**config.mk**
```make
export PLATFORM = sky130hd
export DESIGN_NAME = iddr_gearbox_align
export DESIGN_NICKNAME = d
export VERILOG_FILES = /design/src/rtl/iddr_gearbox_align.sv
export SDC_FILE = /design/constraint.sdc
export NUM_CORES = 1
export LEC_CHECK = 0
export CORE_MARGIN = 2
export CORE_UTILIZATION = 33
export CTS_CLUSTER_SIZE = 14
export DETAILED_ROUTE_END_ITERATION = 8
export PLACE_DENSITY = 0.51
export SLEW_MARGIN = 20
export SYNTH_ARGS = -nofsm -noshare
export SYNTH_HDL_FRONTEND = slang
export SYNTH_SLANG_ARGS = --single-unit
```
**constraint.sdc**
```tcl
create_clock -name ECLK -period 3.73 [get_ports ECLK]
set_clock_uncertainty 0.1 [all_clocks]
set_input_delay 0.746 -clock ECLK [delete_from_list [all_inputs] [get_ports ECLK]]
set_output_delay 0.746 -clock ECLK [all_outputs]
set_load 0.02 [all_outputs]
```
**src/rtl/iddr_gearbox_align.sv**
```systemverilog
// iddr_gearbox_align
//   Multi-channel input DDR gearbox. Takes per-channel rise/fall sample pairs
//   from the pin capture cells and deserialises them 1:RATIO into words. It
//   applies a bit-granular slip and runs a training-pattern lock FSM on
//   channel 0.
// Ports
//   ECLK      clock, all state updates on posedge
//   RST       synchronous active-high reset, highest priority
//   DR / DF   rising (older) / falling (newer) sample per channel
//   SLIP      external slip request pulse (ignored during training)
//   RUNAIL    rising edge starts alignment training
//   RSTAIL    synchronous clear of alignment state
//   Q         channel c word = Q[c*RATIO +: RATIO], MSB oldest
//   UPDATE    one-cycle strobe, Q newly valid
//   LOCK      alignment achieved
//   SLIP_POS  current slip position, 0..RATIO-1
module iddr_gearbox_align #(
  parameter int unsigned      WIDTH     = 1,
  parameter int unsigned      RATIO     = 4,
  parameter logic [RATIO-1:0] TRAIN_PAT = 4'b1100,
  parameter int unsigned      LOCK_CNT  = 32,
  parameter bit               AUTO_SLIP = 1'b1
) (
  input  logic                     ECLK,
  input  logic                     RST,
  input  logic [WIDTH-1:0]         DR,
  input  logic [WIDTH-1:0]         DF,
  input  logic                     SLIP,
  input  logic                     RUNAIL,
  input  logic                     RSTAIL,
  output logic [WIDTH*RATIO-1:0]   Q,
  output logic                     UPDATE,
  output logic                     LOCK,
  output logic [$clog2(RATIO)-1:0] SLIP_POS
);

  localparam int unsigned Half  = RATIO / 2;
  localparam int unsigned PhW   = (Half > 1) ? $clog2(Half) : 1;
  localparam int unsigned PosW  = $clog2(RATIO);
  localparam int unsigned BusyW = $clog2(Half + 1);

  localparam logic [PhW-1:0]   PhLast    = PhW'(Half - 1);
  localparam logic [PosW-1:0]  PosLast   = PosW'(RATIO - 1);
  localparam logic [BusyW-1:0] BusyLoad  = BusyW'(Half);
  localparam logic [7:0]       MatchLast = 8'(LOCK_CNT - 1);

  typedef enum logic [1:0] {StIdle, StTrain, StLocked} state_e;

  state_e                      state_q, state_d;
  logic [7:0]                  match_q, match_d;
  logic [WIDTH-1:0][RATIO:0]   shbuf_q, shbuf_d;
  logic [WIDTH*RATIO-1:0]      word_d, q_q;
  logic                        upd_q;
  logic [PhW-1:0]              ph_q;
  logic                        boff_q;
  logic [PosW-1:0]             pos_q;
  logic [BusyW-1:0]            busy_q;
  logic                        runail_q;

  logic rise, busy, match, slip_req, slip_acc, hold, strobe;

  // Shift buffers and word extraction from the post-shift buffer value.
  always_comb begin
    shbuf_d = '0;
    word_d  = '0;
    for (int c = 0; c < WIDTH; c++) begin
      shbuf_d[c] = {shbuf_q[c][RATIO-2:0], DR[c], DF[c]};
      word_d[c*RATIO +: RATIO] = boff_q ? shbuf_d[c][RATIO:1] : shbuf_d[c][RATIO-1:0];
    end
  end

  // Slip arbitration. Training owns the slip source; external SLIP only
  // acts outside training. Internal slips yield to RSTAIL and a new rise.
  always_comb begin
    rise  = RUNAIL & ~runail_q;
    busy  = (busy_q != '0);
    match = (q_q[RATIO-1:0] == TRAIN_PAT);
    if (state_q == StTrain) begin
      slip_req = AUTO_SLIP && upd_q && !match && !RSTAIL && !rise;
    end else begin
      slip_req = SLIP;
    end
    slip_acc = slip_req & ~busy;
    // Leaving boff=1 for boff=0 costs one frame cycle: the word lands 2 bits later.
    hold     = slip_acc & boff_q;
    strobe   = (ph_q == PhLast) & ~hold;
  end

  // Lock FSM next state.
  always_comb begin
    state_d = state_q;
    match_d = match_q;
    if (RSTAIL) begin
      state_d = StIdle;
      match_d = '0;
    end else if (rise) begin
      state_d = StTrain;
      match_d = '0;
    end else if (state_q == StTrain && upd_q) begin
      if (match) begin
        match_d = match_q + 8'd1;
        if (match_q == MatchLast) begin
          state_d = StLocked;
        end
      end else begin
        match_d = '0;
      end
    end
  end

  always_ff @(posedge ECLK) begin
    if (RST) begin
      state_q <= StIdle;
      match_q <= '0;
    end else begin
      state_q <= state_d;
      match_q <= match_d;
    end
  end

  always_ff @(posedge ECLK) begin
    if (RST) begin
      shbuf_q  <= '0;
      q_q      <= '0;
      upd_q    <= 1'b0;
      ph_q     <= '0;
      boff_q   <= 1'b0;
      pos_q    <= '0;
      busy_q   <= '0;
      runail_q <= 1'b0;
    end else begin
      shbuf_q  <= shbuf_d;
      runail_q <= RUNAIL;
      upd_q    <= strobe;
      if (strobe) begin
        q_q <= word_d;
      end
      if (!hold) begin
        ph_q <= (ph_q == PhLast) ? '0 : ph_q + 1'b1;
      end
      if (slip_acc) begin
        boff_q <= ~boff_q;
        pos_q  <= (pos_q == PosLast) ? '0 : pos_q + 1'b1;
        busy_q <= BusyLoad;
      end else if (busy) begin
        busy_q <= busy_q - 1'b1;
      end
    end
  end

  assign Q        = q_q;
  assign UPDATE   = upd_q;
  assign LOCK     = (state_q == StLocked);
  assign SLIP_POS = pos_q;

endmodule

```
* Word-level counts from Yosys, hierarchy flattened
Cells that the tools add are included.
** Operators by class
- Bitwise operators :: 8
- Reductions and logical operators :: 17
- $add $sub $neg :: 4
- Equality and inequality tests :: 5
- Mux-type cells :: 11
** Operators with widths (count)
- $reduce_bool A2 Y1 :: 5
- $add A8 B1 Y8 const B :: 1
- $eq A8 B5 Y1 const B :: 1
- $mux W8 :: 1
- $mux W1 :: 6
- $mux W2 :: 3
- $reduce_and A3 Y1 :: 2
- $and A1 B1 Y1 :: 4
- $eq A2 B2 Y1 const B :: 2
- $eq A4 B4 Y1 const B :: 1
- $logic_and A1 B1 Y1 :: 4
- $mux W4 :: 1
- $not A1 Y1 :: 4
- $reduce_or A2 Y1 :: 2
- $logic_not A1 Y1 :: 3
- $reduce_or A3 Y1 :: 1
- $add A2 B1 Y2 const B :: 1
- $eq A2 B1 Y1 const B :: 1
- $sub A2 B1 Y2 const B :: 1
- $add A1 B1 Y1 const B :: 1
** Storage, ports and cells
- Bits of input ports :: 7
- Word-level logic and storage cells :: 57
- Output and inout port bits :: 8
- Register bits after elaboration :: 25

* Depth between registers and ports, before layout
Gate-level depths: netlist of run 1.
- Word-level depth :: 10
- Mapped depth :: 5
- Depth with buffers taken out :: 5

* Least setup slack after synthesis of run 1
No wires, ideal clock.
- Path kind :: input port to flip-flop
- From :: in RUNAIL
- To :: reg pos_q[0] (netlist: SLIP_POS[0])
- Path slack :: 1.988 ns
- Path buffers :: 0
- Data arrival time :: 1.521 ns
- Cell stages on the path :: 4
- Cells stage by stage :: nor2b_1 nor4_2 o21a_2 mux2_4
** On the way
- Word-level cells in the longest chain between the ends :: 5
** RTL lines
- from (decl) :: RTL line 29 : input logic RUNAIL,
- $and A1 B1 Y1 :: RTL line 75 : rise = RUNAIL & ~runail_q;
- $logic_not A1 Y1 :: RTL line 79 : slip_req = AUTO_SLIP && upd_q && !match && !RSTAIL && !rise;
- $logic_and A1 B1 Y1 :: RTL line 79
- $mux W1 :: RTL line 78 : if (state_q == StTrain) begin
- $and A1 B1 Y1 :: RTL line 83 : slip_acc = slip_req & ~busy;
- to (signal assigned) :: RTL line 143 : pos_q <= (pos_q == PosLast) ? '0 : pos_q + 1'b1;
- to (decl) :: RTL line 56 : logic [PosW-1:0] pos_q;
Every way passes these cells.
A chain may end at the register's enable or synchronous reset.

* Worst setup path after layout of run 1
- From :: reg state_q[0]
- To :: out LOCK
** On the way
- Word-level cells in the longest chain between the ends :: 1
** RTL lines
- from (decl) :: RTL line 49 : state_e state_q, state_d;
- from (signal assigned) :: RTL line 113 : state_q <= StIdle;
- from (signal assigned) :: RTL line 116 : state_q <= state_d;
- $eq A2 B2 Y1 :: RTL line 153 : assign LOCK = (state_q == StLocked);
- to (decl) :: RTL line 33 : output logic LOCK,
Every way passes these cells.

==> results of run 1 <==
cells in the mapped netlist (2+ instances only):
master     n
nor2b_1   10
nand4_1    2
inv_1      2
nor4_1     3
nand3b_1   3
nand2_1   13
ha_1       2
mux2_4     2
o21ai_0    4
a21oi_1    4
xnor2_1    3
nor3_1     3
dfxtp_1   25
nand2b_1   3
mux2_2     3
clkbuf_1   2
nor2_1    14
mux2i_1    5
power groups by stage:
stage | clock [mW] | combinational [mW] | sequential (mW)
2_1_floorplan | 0 | 0.0497 | 0.302
4_1_cts | 0.126 | 0.0817 | 0.295
6_report | 0.117 | 0.0807 | 0.295
5_1_grt | 0.139 | 0.0878 | 0.298
3_5_place_dp | 0 | 0.0815 | 0.300
3_3_place_gp | 0 | 0.0808 | 0.300
registers in the layout (all words and copies together) (netlist names):
name	flops
SLIP_POS	2
UPDATE	1
shbuf_q	3
match_q	8
state_q	2
Q	4
busy_q	2
boff_q	1
ph_q	1
runail_q	1
worst paths after layout:
path / end / slack (ns) / cells after the start
max: LOCK / 1.40 / 2
min: busy_q[0]$_SDFFE_PP0P_ / 0.37 / 1
max reg2reg: SLIP_POS[0]$_SDFFE_PP0P_ / 1.99 / 4
min reg2reg: busy_q[0]$_SDFFE_PP0P_ / 0.37 / 1
cells by family after synthesis:
group	share of synthesized area, %
buffers and inverters	2.37
xor gates and xnor gates	3.01
adders and majority gates	2.15
DFF	43.0
and+or+nand+nor	29.8
muxes	9.79
AOI/OAI and AO/OA	9.89
cell usage in the layout (no fill, tap or decap), types with 2 or more instances in the layout:
cell	n
mux2_4	2
inv_1	2
clkdlybuf4s50_1	14
nand2b_1	3
xnor2_1	3
nand4_1	2
nor4_1	3
nor2_1	14
o21ai_0	4
dfxtp_1	25
mux2i_1	5
a21oi_1	4
clkbuf_4	3
nor3_1	3
ha_1	2
mux2_2	3
nor2b_1	10
nand2_1	13
nand3b_1	3
critical path, stage by stage, from the launching register on:
cell and delay [ns]:
dfxtp_1 0.42, and2b_2 0.23, clkdlybuf4s50_1 0.53
routing by layer:
layer / share of wire [%] / global-route usage (%) / up-vias / routed length (microns)
li1: - / - / 465 / -
met1: 54 / 16.8 / 424 / 1150
met2: 41 / 17.4 / 17 / 887
met3: 4.0 / 2.14 / 2 / 85
met4: 0.94 / 4.89 / 0 / 20
met5: 0 / 0 / - / 0
layout make-up:
| class | instances | area (sq um) | area share, % |
|---|---|---|---|
| timing repair buffer | 14 | 140 | 10.2 |
| multi-input combinational | 94 | 636 | 46.5 |
| tap | 46 | 57.6 | 4.21 |
| inverter | 2 | 7.51 | 0.549 |
| sequential | 25 | 500 | 36.6 |
| clock buffer | 4 | 26.3 | 1.92 |
through the flow:
step                      hold WS [ns]  cell area (sq um)  cells  total power, mW  utilization [%]
after floorplan                  0.322               1160    125            0.352                -
final                            0.367               1370    185            0.492             40.7
after global placement           0.343               1340    181            0.381             39.9
after detailed placement         0.346               1340    181            0.382             39.9
after global routing             0.384               1370    185            0.525             40.7
after CTS                        0.365               1370    185            0.502             40.7
==> results.md, run 1 <==
* Vias per cell at 4.91
* Postcts setup bufs at 0
* Setup TNS at 0 ns
* Setup crit start: state_q[0]$_SDFFE_PP0P_
* Synthesized flop and latch total at 25
* Post-DP HPWL at 1620 microns
* Slew HR at 54.8%
* Insertion delay to the later sink of the worst-skew pair at 0.30 ns
* DRC at 0
* Gr usage total at 11.8%
* Post-synth EDFFs at 0
* Row cnt at 21
* Worst setup margin at 1.40 ns
* Synth Area per Inst at 9.31 sq um
* PD cells at 360 nW/um^2
* Sequential fraction of design power at 59.9%
* Worst-path fanout max at 5
* Crit Path Category: reg -> out
* ANT nets after route at 0
* Static Leakage at 0.482 nW
* Fin crit share at 62.4%
* Largest net degree at the start of global routing at 21
* CP startpoint kind: flop
* CP required at 2.88 ns
* CP arrival at 1.48 ns
* Minimum clock period at 2.33 ns
* I/O pin total at 15
* Post-Synthesis Cell Area at 1160 sq um
* Antenna violations before repair at 0
* Number of global-route vias before repair at 849
* Yosys cell types at 40
* Layout Nets at 149
* Area growth syn-to-layout at 17.5%
* Worst-margin pin slew at 0.676 ns
* Hold Vio Cnt, Final at 0
* Die area at 4020 sq um
* Chip width at 63.4 microns
* Initial Utilization at 34.6%
* Drt total wl at 2140 microns
* Min-delay worst type: reg -> reg
* Layout cells sized above 1 at 11.5%
* Setup crit end kind: output pin
* Clock Tree Buf Depth at 2
* Total of max-cap violations at 0
* Final count of pins violating max slew at 0
* Post-synthesis net count at 134
* CTS tree: built
* HP Start: busy_q[0]$_SDFFE_PP0P_
* Clk sinks at 25
* Clock power share at 23.7%
* Clock Tree Root: clkbuf_4
* Gate power share at 16.4%
* Ys async rst share at 0%
* Internal cell power at 366 uW
* Worst-path clk slew at 0.13 ns
* GP Congestion at 0.731
* Clock buffer count from CTS at 3
* Status: complete, no violations
* Seq/Total Area, Yosys at 43.0%
* Core area at 3360 sq um
* Fillcell total at 360
* FF-to-FF Start: state_q[1]$_SDFFE_PP0P_
* Via count at 908
* Drt pass-1 iters at 4
* Synthesis Warnings at 0
* Die height at 63.4 microns
* Sw Share at 25.7%
* Synth top area cells: dfxtp_1, nor2b_1, nor2_1
* Buffers on Ports at 14
* Mapped Cells at 125
* Max frequency at 0.430 GHz
* CTS H-tree lvls at 1
* Avg WL per Cell at 11.6 microns
* Yosys top cell by area: dfxtp_1
* Max IR drop VDD at 173 uV
* Total gr overflow at 0
* Final Setup Violations at 0
* Most common flop cell mapped by yosys: dfxtp_1
* Post-CTS resize count at 0
* CTS Hold Bufs at 0
* Post-synth top area share at 43.0%
* Drt first-iter violations at 38
* Sw power at 126 uW
* First-pass GRT wire length at 3790 microns
* Pre-CTS WS at 1.36 ns
* Unrepaired setup endpoints after global routing: false
* Inserted Diodes at 0
Power figures use the tool's default switching activity.
==> run 2, diff against run 1 <==
PLACE_DENSITY = 0.53   (was 0.51)
clock period = 2 ns   (was 3.73 ns; I/O delays follow)
==> results.md, run 2 (synthesis gave the netlist of run 1 again) <==
* Worst-path clk slew at 0.14 ns
* R2R Setup Slk at 0.31 ns
* Core area at 3360 sq um
* Buf/Inv on CP at 1
* Hold Crit Endpoint: busy_q[0]$_SDFFE_PP0P_
* Clock Tree Root: clkbuf_4
* Max frequency at 0.541 GHz
* Reg2reg path depth at 4
* GP Congestion at 0.819
* Unrepaired setup endpoints after global routing: false
* Final Setup Violations at 0
* I/O pin total at 15
* Post-DP HPWL at 1580 microns
* Via count at 907
* FF-to-FF Start: Q[1]$_SDFFE_PP0P_
* CP startpoint kind: flop
* CP required at 1.50 ns
* Layout Nets at 154
* Clk sinks at 25
* Drt pass-1 iters at 4
* Layout cells sized above 1 at 14.6%
* Inserted Diodes at 0
* Worst Hold Margin at 0.364 ns
* Max reg flops at 8
* CTS tree: built
* Total gr overflow at 0
* Gr usage total at 11.9%
* Hold Vio Cnt, Final at 0
* Die area at 4020 sq um
* PD cells at 663 nW/um^2
* R2r endpoint: SLIP_POS[0]$_SDFFE_PP0P_
* HP Start: busy_q[0]$_SDFFE_PP0P_
* Min-delay worst type: reg -> reg
* ANT nets after route at 0
* DRC at 0
* CP arrival at 1.35 ns
* Crit path max-delay cell type: clkdlybuf4s50_1
* Die height at 63.4 microns
* Chip width at 63.4 microns
* Crit-path max cell delay at 0.63 ns
* Antenna violations before repair at 0
* First-pass GRT wire length at 3820 microns
* Status: complete, no violations
* Slew HR at 76.4%
* Initial Utilization at 34.6%
* Final core utilization at 42.1%
* Worst setup margin at 0.150 ns
* Area growth syn-to-layout at 21.7%
* Drt first-iter violations at 48
* Largest net degree at the start of global routing at 21
* Static Leakage at 0.515 nW
* Row cnt at 21
* Top cell family by delay on the critical path: buffers and inverters
* Final count of pins violating max slew at 0
* Drt total wl at 2130 microns
* Worst-path fanout max at 4
* Insertion delay to the later sink of the worst-skew pair at 0.32 ns
* Most common cell after layout, fill and taps aside: dfxtp_1
* Clock buffer count from CTS at 3
* Pre-CTS WS at 0.0551 ns
* Clock Tree Buf Depth at 2
* Vias per cell at 4.77
* Max IR drop VDD at 349 uV
* Avg WL per Cell at 11.2 microns
* Cells after DPL at 186
* Most frequent cells in the layout: dfxtp_1, nor2_1, nand2_1, clkdlybuf4s50_1, nor2b_1
* Total of max-cap violations at 0
* Minimum clock period at 1.85 ns
* Top reg by flops: match_q
* Worst-margin pin slew at 0.351 ns
* CTS H-tree lvls at 1
* WHS Path Cells at 1
* Critical Path, Cell by Cell: clkdlybuf4s50_1
* Buffers on Ports at 14
* Setup crit end kind: output pin
* Crit Path Category: reg -> out
* Setup crit start: SLIP_POS[0]$_SDFFE_PP0P_
* Fin crit share at 92.5%
* Setup TNS at 0 ns
* Post-route insts no fill at 190
* Number of global-route vias before repair at 897
[run 2: cell types whose count changed in the layout (fill, tap and decap cells not counted), sizes merged]
cell	previous run	this run
buf	0	5
dlygate4sd2	0	1
clkdlybuf4s50	14	13
[run 2: through the flow]
step	power, mW	instance area, sq um
6_report	0.939	1420
3_5_place_dp	0.726	1390
2_1_floorplan	0.657	1160
3_3_place_gp	0.724	1390
4_1_cts	0.952	1420
5_1_grt	0.987	1420
[run 2: what timing repair did]
action | 4_1_cts | 5_1_grt
gates resized for setup | 1 | 0
endpoints found under the setup margin | 1 | 0
setup buffers | 0 | 0
hold buffers | 0 | 0
[run 2: routing by layer]
| metal | vias up | routed length [microns] | GRT usage (%) |
|---|---|---|---|
| li1 | 471 | - | - |
| met1 | 420 | 1080 | 15.2 |
| met2 | 14 | 900 | 18.2 |
| met3 | 2 | 134 | 5.00 |
| met4 | 0 | 18 | 3.26 |
| met5 | - | 0 | 0 |
[run 2: cell type report]
cell class,instances,area (sq um)
clock buffer,4,26.3
fill,355,1950
inverter,2,7.51
multi-input combinational,94,636
sequential,25,500
tap,46,57.6
timing repair buffer,19,189
[run 2: report_power, final]
| part | switching (mW) | internal (mW) | total [mW] |
|---|---|---|---|
| Sequential | 0.0188 | 0.524 | 0.542 |
| Clock | 0.148 | 0.0781 | 0.226 |
| Combinational | 0.0780 | 0.0929 | 0.171 |
| Total | 0.244 | 0.695 | 0.939 |
[run 2: worst max path at each step]
stage / endpoint / slack (ns) / cells past startpoint
after CTS: Q[3] / 0.13 / 1
final: SLIP_POS[0] / 0.15 / 1
after detailed placement: SLIP_POS[0]$_SDFFE_PP0P_ / 0.06 / 4
after global placement: boff_q$_SDFFE_PP0P_ / 0.07 / 4
after global routing: SLIP_POS[0] / 0.09 / 1
after floorplan: SLIP_POS[0]$_SDFFE_PP0P_ / 0.31 / 4
